==> src/rtl/issue_select_pkg.sv <==
// rtl/issue_select_pkg.sv - shared core parameters and entry type for issue selection
package issue_select_pkg;
   localparam int SIZE  = 4;
   localparam int IDX_W = $clog2(SIZE);
   localparam int CNT_W = $clog2(SIZE + 1);

   typedef logic [3:0] entry_t;
endpackage

==> src/rtl/issue_select_if.sv <==
// rtl/issue_select_if.sv - issued-entry output handshake between issue_select and downstream
import issue_select_pkg::*;

interface issue_select_if #(
   parameter int  Size = SIZE,
   parameter type T    = entry_t
);
   localparam int IW = (Size > 1) ? $clog2(Size) : 1;

   logic          o_valid;
   T              o_data;
   logic [IW-1:0] o_index;
   logic          i_accept;

   modport source (output o_valid, output o_data, output o_index, input i_accept);
   modport sink   (input o_valid, input o_data, input o_index, output i_accept);
endinterface

==> src/rtl/issue_select_priority_pick.sv <==
// rtl/issue_select_priority_pick.sv - lowest-set-bit finder returning one-hot, index and found
module priority_pick #(
   parameter int N  = 4,
   parameter int IW = (N > 1) ? $clog2(N) : 1
) (
   input  logic [N-1:0]  i_req,
   output logic [N-1:0]  o_onehot,
   output logic [IW-1:0] o_index,
   output logic          o_found
);
   logic [N-1:0]  w_onehot;
   logic [IW-1:0] w_index;

   // Scan from the top so the last hit written is the lowest set bit.
   always_comb begin
      w_index = '0;
      for (int i = N - 1; i >= 0; i--) begin
         if (i_req[i]) begin
            w_index = IW'(i);
         end
      end
   end

   assign w_onehot = i_req & (~i_req + N'(1));
   assign o_onehot = w_onehot;
   assign o_index  = w_index;
   assign o_found  = |i_req;
endmodule

==> src/rtl/issue_select.sv <==
// rtl/issue_select.sv - picks the oldest eligible queue entry into a one-deep output register
module issue_select
   import issue_select_pkg::*;
#(
   parameter int  Size = SIZE,
   parameter type T    = entry_t
) (
   input  logic                         i_clk,
   input  logic                         i_rst_n,
   input  logic [$clog2(Size+1)-1:0]    i_size,
   input  T                             i_data [Size],
   input  logic [Size-1:0]              i_ready,
   input  logic                         i_flush,
   output logic [Size-1:0]              o_pop,
   output logic [15:0]                  o_issued,
   issue_select_if.source               iss
);
   localparam int IW = (Size > 1) ? $clog2(Size) : 1;
   localparam int SW = $clog2(Size + 1);

   logic [Size-1:0] w_elig;
   logic [Size-1:0] w_onehot;
   logic [IW-1:0]   w_idx;
   logic            w_found;
   logic            w_slot_free;
   logic            w_capture;
   logic            w_done;

   logic            r_valid;
   T                r_data;
   logic [IW-1:0]   r_index;
   logic [15:0]     r_issued;

   // Entries beyond the live count are stale and must never be picked.
   always_comb begin
      w_elig = '0;
      for (int i = 0; i < Size; i++) begin
         w_elig[i] = i_ready[i] && (SW'(i) < i_size);
      end
   end

   priority_pick #(.N(Size), .IW(IW)) u_pick (
      .i_req    (w_elig),
      .o_onehot (w_onehot),
      .o_index  (w_idx),
      .o_found  (w_found)
   );

   assign w_done      = r_valid && iss.i_accept;
   assign w_slot_free = !r_valid || iss.i_accept;
   assign w_capture   = i_rst_n && !i_flush && w_slot_free && w_found;
   assign o_pop       = w_capture ? w_onehot : '0;

   always_ff @(posedge i_clk or negedge i_rst_n) begin
      if (!i_rst_n) begin
         r_valid  <= 1'b0;
         r_data   <= '0;
         r_index  <= '0;
         r_issued <= '0;
      end else if (i_flush) begin
         r_valid <= 1'b0;
      end else begin
         if (w_capture) begin
            r_data  <= i_data[w_idx];
            r_index <= w_idx;
            r_valid <= 1'b1;
         end else if (w_done) begin
            r_valid <= 1'b0;
         end
         if (w_done) begin
            r_issued <= r_issued + 16'd1;
         end
      end
   end

   assign iss.o_valid = r_valid;
   assign iss.o_data  = r_data;
   assign iss.o_index = r_index;
   assign o_issued    = r_issued;
endmodule

==> src/flat_wrapper.sv <==
// flat-port wrapper written by rule: the top's interface ports become plain ports
module issue_select_flat import issue_select_pkg::*;
#(
   parameter int  Size = SIZE,
   parameter type T    = entry_t
)
  (i_clk, i_rst_n, i_size, i_data, i_ready, i_flush, o_pop, o_issued, iss_o_valid, iss_o_data, iss_o_index, iss_i_accept);
  issue_select_if #(.Size(Size), .T(T)) iss_i ();
  input  logic i_clk;
  input  logic i_rst_n;
  input  logic [$clog2(Size+1)-1:0] i_size;
  input  T i_data[Size];
  input  logic [Size-1:0] i_ready;
  input  logic i_flush;
  output logic [Size-1:0] o_pop;
  output logic [15:0] o_issued;
  output wire logic [$bits(iss_i.o_valid)-1:0] iss_o_valid;
  output wire logic [$bits(iss_i.o_data)-1:0] iss_o_data;
  output wire logic [$bits(iss_i.o_index)-1:0] iss_o_index;
  input wire logic [$bits(iss_i.i_accept)-1:0] iss_i_accept;
  assign iss_o_valid = iss_i.o_valid;
  assign iss_o_data = iss_i.o_data;
  assign iss_o_index = iss_i.o_index;
  assign iss_i.i_accept = iss_i_accept;
  issue_select #(.Size(Size), .T(T)) u_core (.i_clk(i_clk), .i_rst_n(i_rst_n), .i_size(i_size), .i_data(i_data), .i_ready(i_ready), .i_flush(i_flush), .o_pop(o_pop), .o_issued(o_issued), .iss(iss_i));
endmodule
==> config.mk <==
export PLATFORM = sky130hd
export DESIGN_NAME = issue_select_flat
export DESIGN_NICKNAME = d
export VERILOG_FILES = /design/src/rtl/issue_select_pkg.sv /design/src/rtl/issue_select_if.sv /design/src/rtl/issue_select_priority_pick.sv /design/src/rtl/issue_select.sv /design/src/flat_wrapper.sv
export SDC_FILE = /design/constraint.sdc
export NUM_CORES = 1
export LEC_CHECK = 0
export CAP_MARGIN = 10
export CORE_AREA = 2 2 73 75
export DETAILED_ROUTE_END_ITERATION = 16
export DIE_AREA = 0 0 75 77
export SLEW_MARGIN = 20
export SYNTH_ARGS = -nofsm -noshare
export SYNTH_HDL_FRONTEND = slang
export SYNTH_HIERARCHICAL = 1
export SYNTH_SLANG_ARGS = --single-unit
==> constraint.sdc <==
create_clock -name i_clk -period 3 [get_ports i_clk]
set_clock_uncertainty 0.15 [all_clocks]
set_input_delay 0.3 -clock i_clk [delete_from_list [all_inputs] [get_ports i_clk]]
set_output_delay 0.3 -clock i_clk [all_outputs]
set_load 0.05 [all_outputs]
Yosys cells after proc, flatten, opt, wreduce, memory -nomap -nowiden
Cells that the tools add are included.
{"block": "classes", "addsub": 2, "magnitude_cmp": 5, "muxes": 11, "bitwise_logic": 4, "reduce_logical": 15}
{"cell": "$add A16 B1 Y16 const B", "n": 1}
{"cell": "$mux W4", "n": 3}
{"cell": "$bmux W4 S2", "n": 1}
{"cell": "$logic_and A1 B1 Y1", "n": 8}
{"cell": "$mux W2", "n": 4}
{"cell": "$lt A1 B3 Y1 const A", "n": 2}
{"cell": "$lt A2 B3 Y1 const A", "n": 2}
{"cell": "$add A4 B1 Y4 const B", "n": 1}
{"cell": "$and A4 B4 Y4", "n": 1}
{"cell": "$not A4 Y4", "n": 1}
{"cell": "$reduce_and A2 Y1", "n": 2}
{"cell": "$reduce_or A4 Y1", "n": 1}
{"cell": "$ge A3 B3 Y1 const B", "n": 1}
{"cell": "$mux W1", "n": 3}
{"cell": "$not A2 Y3", "n": 1}
{"cell": "$reduce_bool A3 Y1", "n": 1}
{"cell": "$logic_not A1 Y1", "n": 2}
{"cell": "$logic_or A1 B1 Y1", "n": 1}
{"cell": "$not A1 Y1", "n": 1}
{"block": "totals", "register_bits": 23, "in_bits": 27, "out_inout_bits": 27, "word_cells": 41}

Logic depth before layout (Yosys ltp)
Gate-level depths: netlist of the first run.
{"block": "depth", "word_depth": 10, "ltp_mapped": 6, "ltp_nobuf": 6}

Modules after synthesis
Netlist of the first run, hierarchy kept.
{"mod": "issue_select", "n_inst": 1, "cells_each": 94, "area_each_um2": 1156.1, "seq_area_each_um2": 575.6}
{"mod": "priority_pick", "n_inst": 1, "cells_each": 10, "area_each_um2": 58.8, "seq_area_each_um2": 0.0}

Worst setup path after synthesis of the first run
Ideal clock, no wire load.
{"block": "synth_timing", "path_type": "input-to-reg", "from": "input port i_size[2]", "to": "register u_core.r_data, in the netlist u_core/iss.o_data[0]", "setup_ns": 0.125, "arrival_time_ns": 1.893, "t_required_ns": 2.725, "path_slack_ns": 0.832, "cell_stages": 4, "path_buffers": 0, "path_cell_list": "o31a_1 a21oi_1 mux4_2 mux2_2"}
{"block": "synth_between", "elab_chain_len": 10, "elab_cells_between_ends": 19, "cone_classes": "order compare (4); mux (7); bitwise (1); reduce/logical (7)"}
{"element": "start, declared", "line_no": "flat_wrapper.sv:11", "text": "input logic [$clog2(Size+1)-1:0] i_size;"}
{"element": "$lt A2 B3 Y1", "line_no": "issue_select.sv:38", "text": "w_elig[i] = i_ready[i] && (SW'(i) < i_size);"}
{"element": "$logic_and A1 B1 Y1", "line_no": "issue_select.sv:38"}
{"element": "$mux W2 (3 in a row)", "line_no": "issue_select_priority_pick.sv:18", "text": "if (i_req[i]) begin"}
{"element": "$mux W2 (*)", "line_no": "issue_select_priority_pick.sv:18"}
{"element": "via u_core.w_idx[0]", "line_no": "issue_select.sv:23", "text": "logic [IW-1:0] w_idx;"}
{"element": "$not A2 Y3 (not written as such) (*)", "line_no": "issue_select.sv:64", "text": "r_data <= i_data[w_idx];"}
{"element": "$bmux W4 S2 (*)", "line_no": "issue_select.sv:64"}
{"element": "$mux W4 (not written as such) (*) (2 in a row)", "line_no": "issue_select.sv:64"}
{"element": "end signal, assigned", "line_no": "issue_select.sv:64"}
{"element": "end, declared", "line_no": "issue_select.sv:30", "text": "T r_data;"}
The timed path passes the listed nets; every way through them passes the cells marked *. The select of a mux whose other input is x is not followed.
A chain may end at the register's enable or synchronous reset.

Final worst setup path of the first run
{"block": "layout_timing", "from": "input port i_size[1]", "to": "output port o_pop[2]"}
{"block": "layout_between", "elab_cells_between_ends": 14, "cone_classes": "add/sub (1); order compare (4); mux (1); bitwise (2); reduce/logical (6)"}
{"element": "$lt A2 B3 Y1", "line_no": "issue_select.sv:38"}
{"element": "$logic_and A1 B1 Y1", "line_no": "issue_select.sv:38"}
{"element": "via u_core.w_elig[2]", "line_no": "issue_select.sv:21", "text": "logic [Size-1:0] w_elig;"}
{"element": "$reduce_or A4 Y1", "line_no": "issue_select_priority_pick.sv:27", "text": "assign o_found = |i_req;"}
{"element": "via u_core.w_found", "line_no": "issue_select.sv:24", "text": "logic w_found;"}
{"element": "$logic_and A1 B1 Y1", "line_no": "issue_select.sv:51", "text": "assign w_capture = i_rst_n && !i_flush && w_slot_free && w_found;"}
{"element": "$mux W4", "line_no": "issue_select.sv:52", "text": "assign o_pop = w_capture ? w_onehot : '0;"}
{"element": "end, declared", "line_no": "flat_wrapper.sv:15", "text": "output logic [Size-1:0] o_pop;"}
The timed path passes the listed nets, and every way through them passes these cells.

==> results of run 1 <==
## area by class of cell
type                       count  area, um^2  area share (%)
timing repair buffer          56         593            30.9
sequential                    23         576            29.9
tap                           70        87.6            4.56
clock buffer                   4        45.0            2.34
inverter                       2        7.51           0.391
multi-input combinational     77         613            31.9
## routing by layer
metal	up-vias	share of wire, %
met1	466	42
met5	-	0
met3	0	11
met2	51	47
met4	0	0
li1	480	-
## kinds of logic (layout without fill, tap and decap cells)
family | Yosys count | in the layout | share of synthesized area [%]
xor+xnor | 15 | 15 | 10.8
mux | 10 | 10 | 13.0
buf+inv | 4 | 62 | 2.16
simple gates | 46 | 46 | 23.1
flops | 23 | 23 | 47.4
fa+ha+maj | 1 | 1 | 1.03
compound gates | 5 | 5 | 2.57
## sequential cells by signal, summed over array words and instances (netlist names)
register	count
u_core/o_issued	16
u_core/iss.o_data	4
u_core/iss.o_index	2
u_core/iss.o_valid	1
## cells in the mapped netlist, types with 2 or more instances
master / instances
dfrtp_1: 23
nand3_1: 7
nand2b_1: 2
xor2_1: 6
mux2_2: 6
nor2_1: 7
a21oi_1: 3
and2_1: 5
inv_1: 2
xnor2_1: 9
mux4_2: 4
nand2_1: 10
and3_1: 2
nor3_1: 2
## power by group
| part | switching, mW | leakage [nW] | total, mW | internal, mW |
|---|---|---|---|---|
| Clock | 0.0901 | 0.0228 | 0.184 | 0.0943 |
| Sequential | 0.0430 | 0.300 | 0.398 | 0.355 |
| Combinational | 0.239 | 0.492 | 0.404 | 0.165 |
| Total | 0.372 | 0.815 | 0.986 | 0.614 |
## worst paths after layout
path | depth (start not counted) | end | slack, ns | start
min in group i_clk | 1 | u_core/o_issued[15]$_DFFE_PN0P_ | 0.32 | u_core/o_issued[15]$_DFFE_PN0P_
max in group asynchronous | 2 | u_core/o_issued[14]$_DFFE_PN0P_ | 2.17 | i_rst_n
hold / removal | 2 | u_core/iss.o_index[0]$_DFFE_PN0P_ | 0.30 | i_rst_n
setup reg to reg | 3 | u_core/iss.o_data[0]$_DFFE_PN0P_ | 1.25 | u_core/iss.o_valid$_DFFE_PN0P_
setup / recovery | 8 | o_pop[2] | 0.23 | i_size[1]
hold reg to reg | 1 | u_core/o_issued[15]$_DFFE_PN0P_ | 0.32 | u_core/o_issued[15]$_DFFE_PN0P_
## worst max-delay path: stages
cell             delay (ns)
clkdlybuf4s50_1        0.50
a21oi_1                0.07
nor2b_1                0.23
or4_1                  0.16
nand2_1                0.08
nor3b_2                0.54
and2_1                 0.27
buf_12                 0.15
## layout by cell type (no fill, tap or decap), types with 2 or more instances in the layout
cell             netlist  final
a21oi_1                3      3
and2_1                 5      5
and3_1                 2      2
buf_12                 0      4
buf_4                  1      3
clkbuf_8               0      3
clkdlybuf4s50_1        0     49
dfrtp_1               23     23
inv_1                  2      2
mux2_2                 6      6
mux4_2                 4      4
nand2_1               10     10
nand2b_1               2      2
nand3_1                7      7
nor2_1                 7      7
nor3_1                 2      2
xnor2_1                9      9
xor2_1                 6      6
## stage by stage
stage	cell area (um^2)	worst slack (ns)	utilization, %	instances
final	1920	0.234	38.6	232
after global routing	1920	0.0146	38.6	232
after CTS	1920	0.201	38.6	232
after detailed placement	1880	0.214	37.7	228
after global placement	1880	0.319	37.7	228
after floorplan	1210	0.832	-	104
==> flow_summary.ini, run 1 <==
[routing]
viasPerCell = 4.30
drt_iter0_drc = 43
first_pass_iters = 4
wl_per_cell_um = 11.7
totalWireLength_um = 2710
drc = 0
vias = 997
postRouteAntennaNets = 0

[logic_synthesis]
syn_nets = 132
synth-seq-cells = 23
synth_cell_type_count = 30
ys_seq_area_share_pct = 47.4
synth-edff-count = 0
avgSynthCellArea_um2 = 11.7
synthCells = 104
yosysWarnings = 6
synthArstFlopShare_pct = 100
synthFlopType = dfrtp_1
synth_top_area_share_pct = 47.4
syn_area_mm2 = 0.00121
synth.area.top_cells = dfrtp_1 (47%), mux4_2 (7.4%), xnor2_1 (6.5%)
synth_top_area_cell = dfrtp_1

[clocking]
post_cts_buffers = 0
cts_max_path_buffers = 2
cts_made_buffers = 3
clk_pin_slew_ns = 0.08
cts-htree-levels = 1
cts.sinks = 23
cts_hold_buffers = 0
cts_resized = 0
cts_tree = built
clk_root_buffer_cell = clkbuf_8
clk_latency_ns = 0.25

[floorplanning]
core_area_mm2 = 0.00498
die-area_mm2 = 0.00578
fp.dieH_um = 77
io_pins = 54
die_w_um = 75
rows = 26
start_util_pct = 24.4

[setup_path]
cp-end-kind = output port
cp-start-kind = input port
path_class = input port to output port
cp.required_ns = 2.55
worst-path-max-fanout = 10
worstPathArrival_ns = 2.32

[timing]
period_needed_ns = 2.77
fin_hold_ws_ns = 0.305
maxSlewViolCount = 0
worst_pin_slew_ns = 0.638
rsz0062_at_grt = false
fmax_ghz = 0.362
tns_ns = 0
hold_viol_final = 0
setup_violations = 0
maxSlewHeadroom_pct = 57.3
period_share_pct = 92.2

[global_route]
use_met2_pct = 17.0
grt_pass1_wl_um = 4830
grt-ovfl-total = 0
grt_max_degree = 24
antenna_found_initial = 0
grt_use_met1_pct = 13.1
gr-max-usage-layer = met2
grt_pass1_vias = 1075
grt_util_all_layers_pct = 10.4
grt_use_met3_pct = 4.60

[placement]
dp_hpwl_um = 2200
place_congestion = 0.715
portBuffers = 53

[pwr]
ir_drop_mv = 0.299
power_density_mw_per_mm2 = 513
total_leakage_power_nw = 0.815
total_power_mw = 0.986

[layout]
fillers = 492
n_antenna_cell = 0
fin_nets = 191
area_growth_pct = 58.2
drive_above_1_share_pct = 15.4

[status]
status = completed

[hold_path]
min_path_type = input port to async pin

[job]
cap_violations = 0
Note: power is estimated with default switching activity, not from simulation.
==> run 2, diff against run 1 <==
- CTS_CLUSTER_DIAMETER: unset -> 40
- clock period: 3 -> 2.43 ns (I/O delays scaled with it)
==> run 2 against run 1 <==
Sequential cell count is the same. Via count grew 2.4%. Sequential power grew 24%. Register-to-register slack lost 0.58 ns. Highest routed layer is now met4. Global-route usage grew 0.83 points. Final cell count grew 2.6%. Setup slack lost 0.15 ns.
==> flow_summary.ini, run 2 (synthesis gave the netlist of run 1 again) <==
[pwr]
power_frac_comb_pct = 41.6
power_density_mw_per_mm2 = 622
ir_drop_mv = 0.438
p_int_mw = 0.769
total_power_mw = 1.24
switching_share_pct = 37.9
clkPwrFrac_pct = 18.7
total_leakage_power_nw = 0.863
seq_power_share_pct = 39.7
switchingPower_mw = 0.469

[routing]
wl_per_cell_um = 12.3
vias = 1021
first_pass_iters = 4
totalWireLength_um = 2930
drc = 0
drt_iter0_drc = 26
viasPerCell = 4.29
postRouteAntennaNets = 0

[global_route]
grt_max_degree = 24
antenna_found_initial = 0
grt_util_all_layers_pct = 11.2
grt_pass1_wl_um = 5100
grt_pass1_vias = 1164
grt-ovfl-total = 0

[layout]
multi_input_area_um2 = 636
regArea_um2 = 576
final_common_cell = clkdlybuf4s50_1
layout_common_cells = clkdlybuf4s50_1 (47), dfrtp_1 (23), xnor2_1 (9), nand2_1 (9), buf_4 (9)
fillers = 485
fin_nets = 197
utilization_pct = 40.0
n_antenna_cell = 0
largest_reg_flops = 16
area_growth_pct = 63.9
drive_above_1_share_pct = 22.0

[setup_path]
cp.required_ns = 2.04
r2r-end = u_core/o_issued[10]$_DFFE_PN0P_
cp-end-kind = output port
path_cells = clkdlybuf4s50_1 > o31a_1 > or4_4 > nand2_2 > nor3b_4 > and2_4 > buf_12
worstReg2RegStart = u_core/o_issued[0]$_DFFE_PN0P_
worstRegToRegCells = 5
cp-start-kind = input port
regToRegSetupSlack_ns = 0.67
path_class = input port to output port
cpPeakStageDelay_ns = 0.54
worst-path-max-fanout = 5
crit_path_top_delay_cell = or4_4
worstPathArrival_ns = 1.95

[clocking]
cts_hold_buffers = 0
cts.sinks = 23
cts_tree = built
clk_pin_slew_ns = 0.08
clk_latency_ns = 0.26
clk_root_buffer_cell = clkbuf_8
cts-htree-levels = 1
cts_max_path_buffers = 2
cts_made_buffers = 3

[timing]
worst_pin_slew_ns = 0.509
fmax_ghz = 0.426
period_share_pct = 96.5
tns_ns = 0
rsz0062_at_grt = false
maxSlewViolCount = 0
maxSlewHeadroom_pct = 65.8
hold_viol_final = 0
setup_violations = 0
period_needed_ns = 2.34
layout_setup_ws_ns = 0.0850

[placement]
pre_cts_ws_ns = -0.0757
dp_hpwl_um = 2350
portBuffers = 53
place_congestion = 0.720

[status]
status = completed

[floorplanning]
rows = 26
start_util_pct = 24.4
io_pins = 54
fp.dieH_um = 77
die_w_um = 75
die-area_mm2 = 0.00578
core_area_mm2 = 0.00498

[job]
cap_violations = 0

[hold_path]
min_path_type = input port to async pin
[run 2: metal layers]
metal  vias up  track usage [%]  wire, um
li1        489                -         -
met1       483             13.0      1170
met2        47             19.4      1480
met3         2             3.81       279
met4         0             2.68         9
met5         -                0         0
[run 2: worst max path at each step]
stage	start	to	slack [ns]	cells past startpoint
2_1_floorplan	i_size[2]	u_core/iss.o_data[0]$_DFFE_PN0P_	0.32	4
3_3_place_gp	i_size[2]	u_core/iss.o_data[2]$_DFFE_PN0P_	-0.03	8
3_5_place_dp	i_size[2]	o_pop[0]	-0.08	7
4_1_cts	i_size[0]	o_pop[0]	-0.004	7
5_1_grt	i_size[0]	o_pop[0]	0.02	7
6_report	i_size[0]	o_pop[1]	0.09	7
[run 2: critical path, delay by kind of cell]
family,cells,cell delay [ns]
simple gates,4,0.88
buf+inv,2,0.56
compound gates,1,0.26
[run 2: final cells by class]
cell class,count,share of cell area (%)
inverter,2,0.377
sequential,23,28.9
tap,70,4.40
timing repair buffer,62,32.1
multi-input combinational,77,31.9
clock buffer,4,2.26
[run 2: metrics by stage]
stage	cell area [um^2]	hold WS, ns	instances
6_report	1990	0.285	238
5_1_grt	1990	0.313	238
4_1_cts	1970	0.278	238
3_5_place_dp	1910	0.321	232
3_3_place_gp	1910	0.312	232
2_1_floorplan	1210	-0.203	104
[run 2: power groups by stage]
stage | Sequential, mW | Combinational (mW) | Clock, mW
6_report | 0.492 | 0.515 | 0.232
2_1_floorplan | 0.687 | 0.108 | 0
5_1_grt | 0.501 | 0.546 | 0.260
3_3_place_gp | 0.497 | 0.506 | 0
4_1_cts | 0.494 | 0.515 | 0.244
3_5_place_dp | 0.500 | 0.511 | 0
[run 2: what timing repair did]
action | 4_1_cts | 5_1_grt
setup buffers | 2 | 0
pin swaps | 2 | 1
gates resized for setup | 1 | 8
setup endpoints to repair | 4 | 4
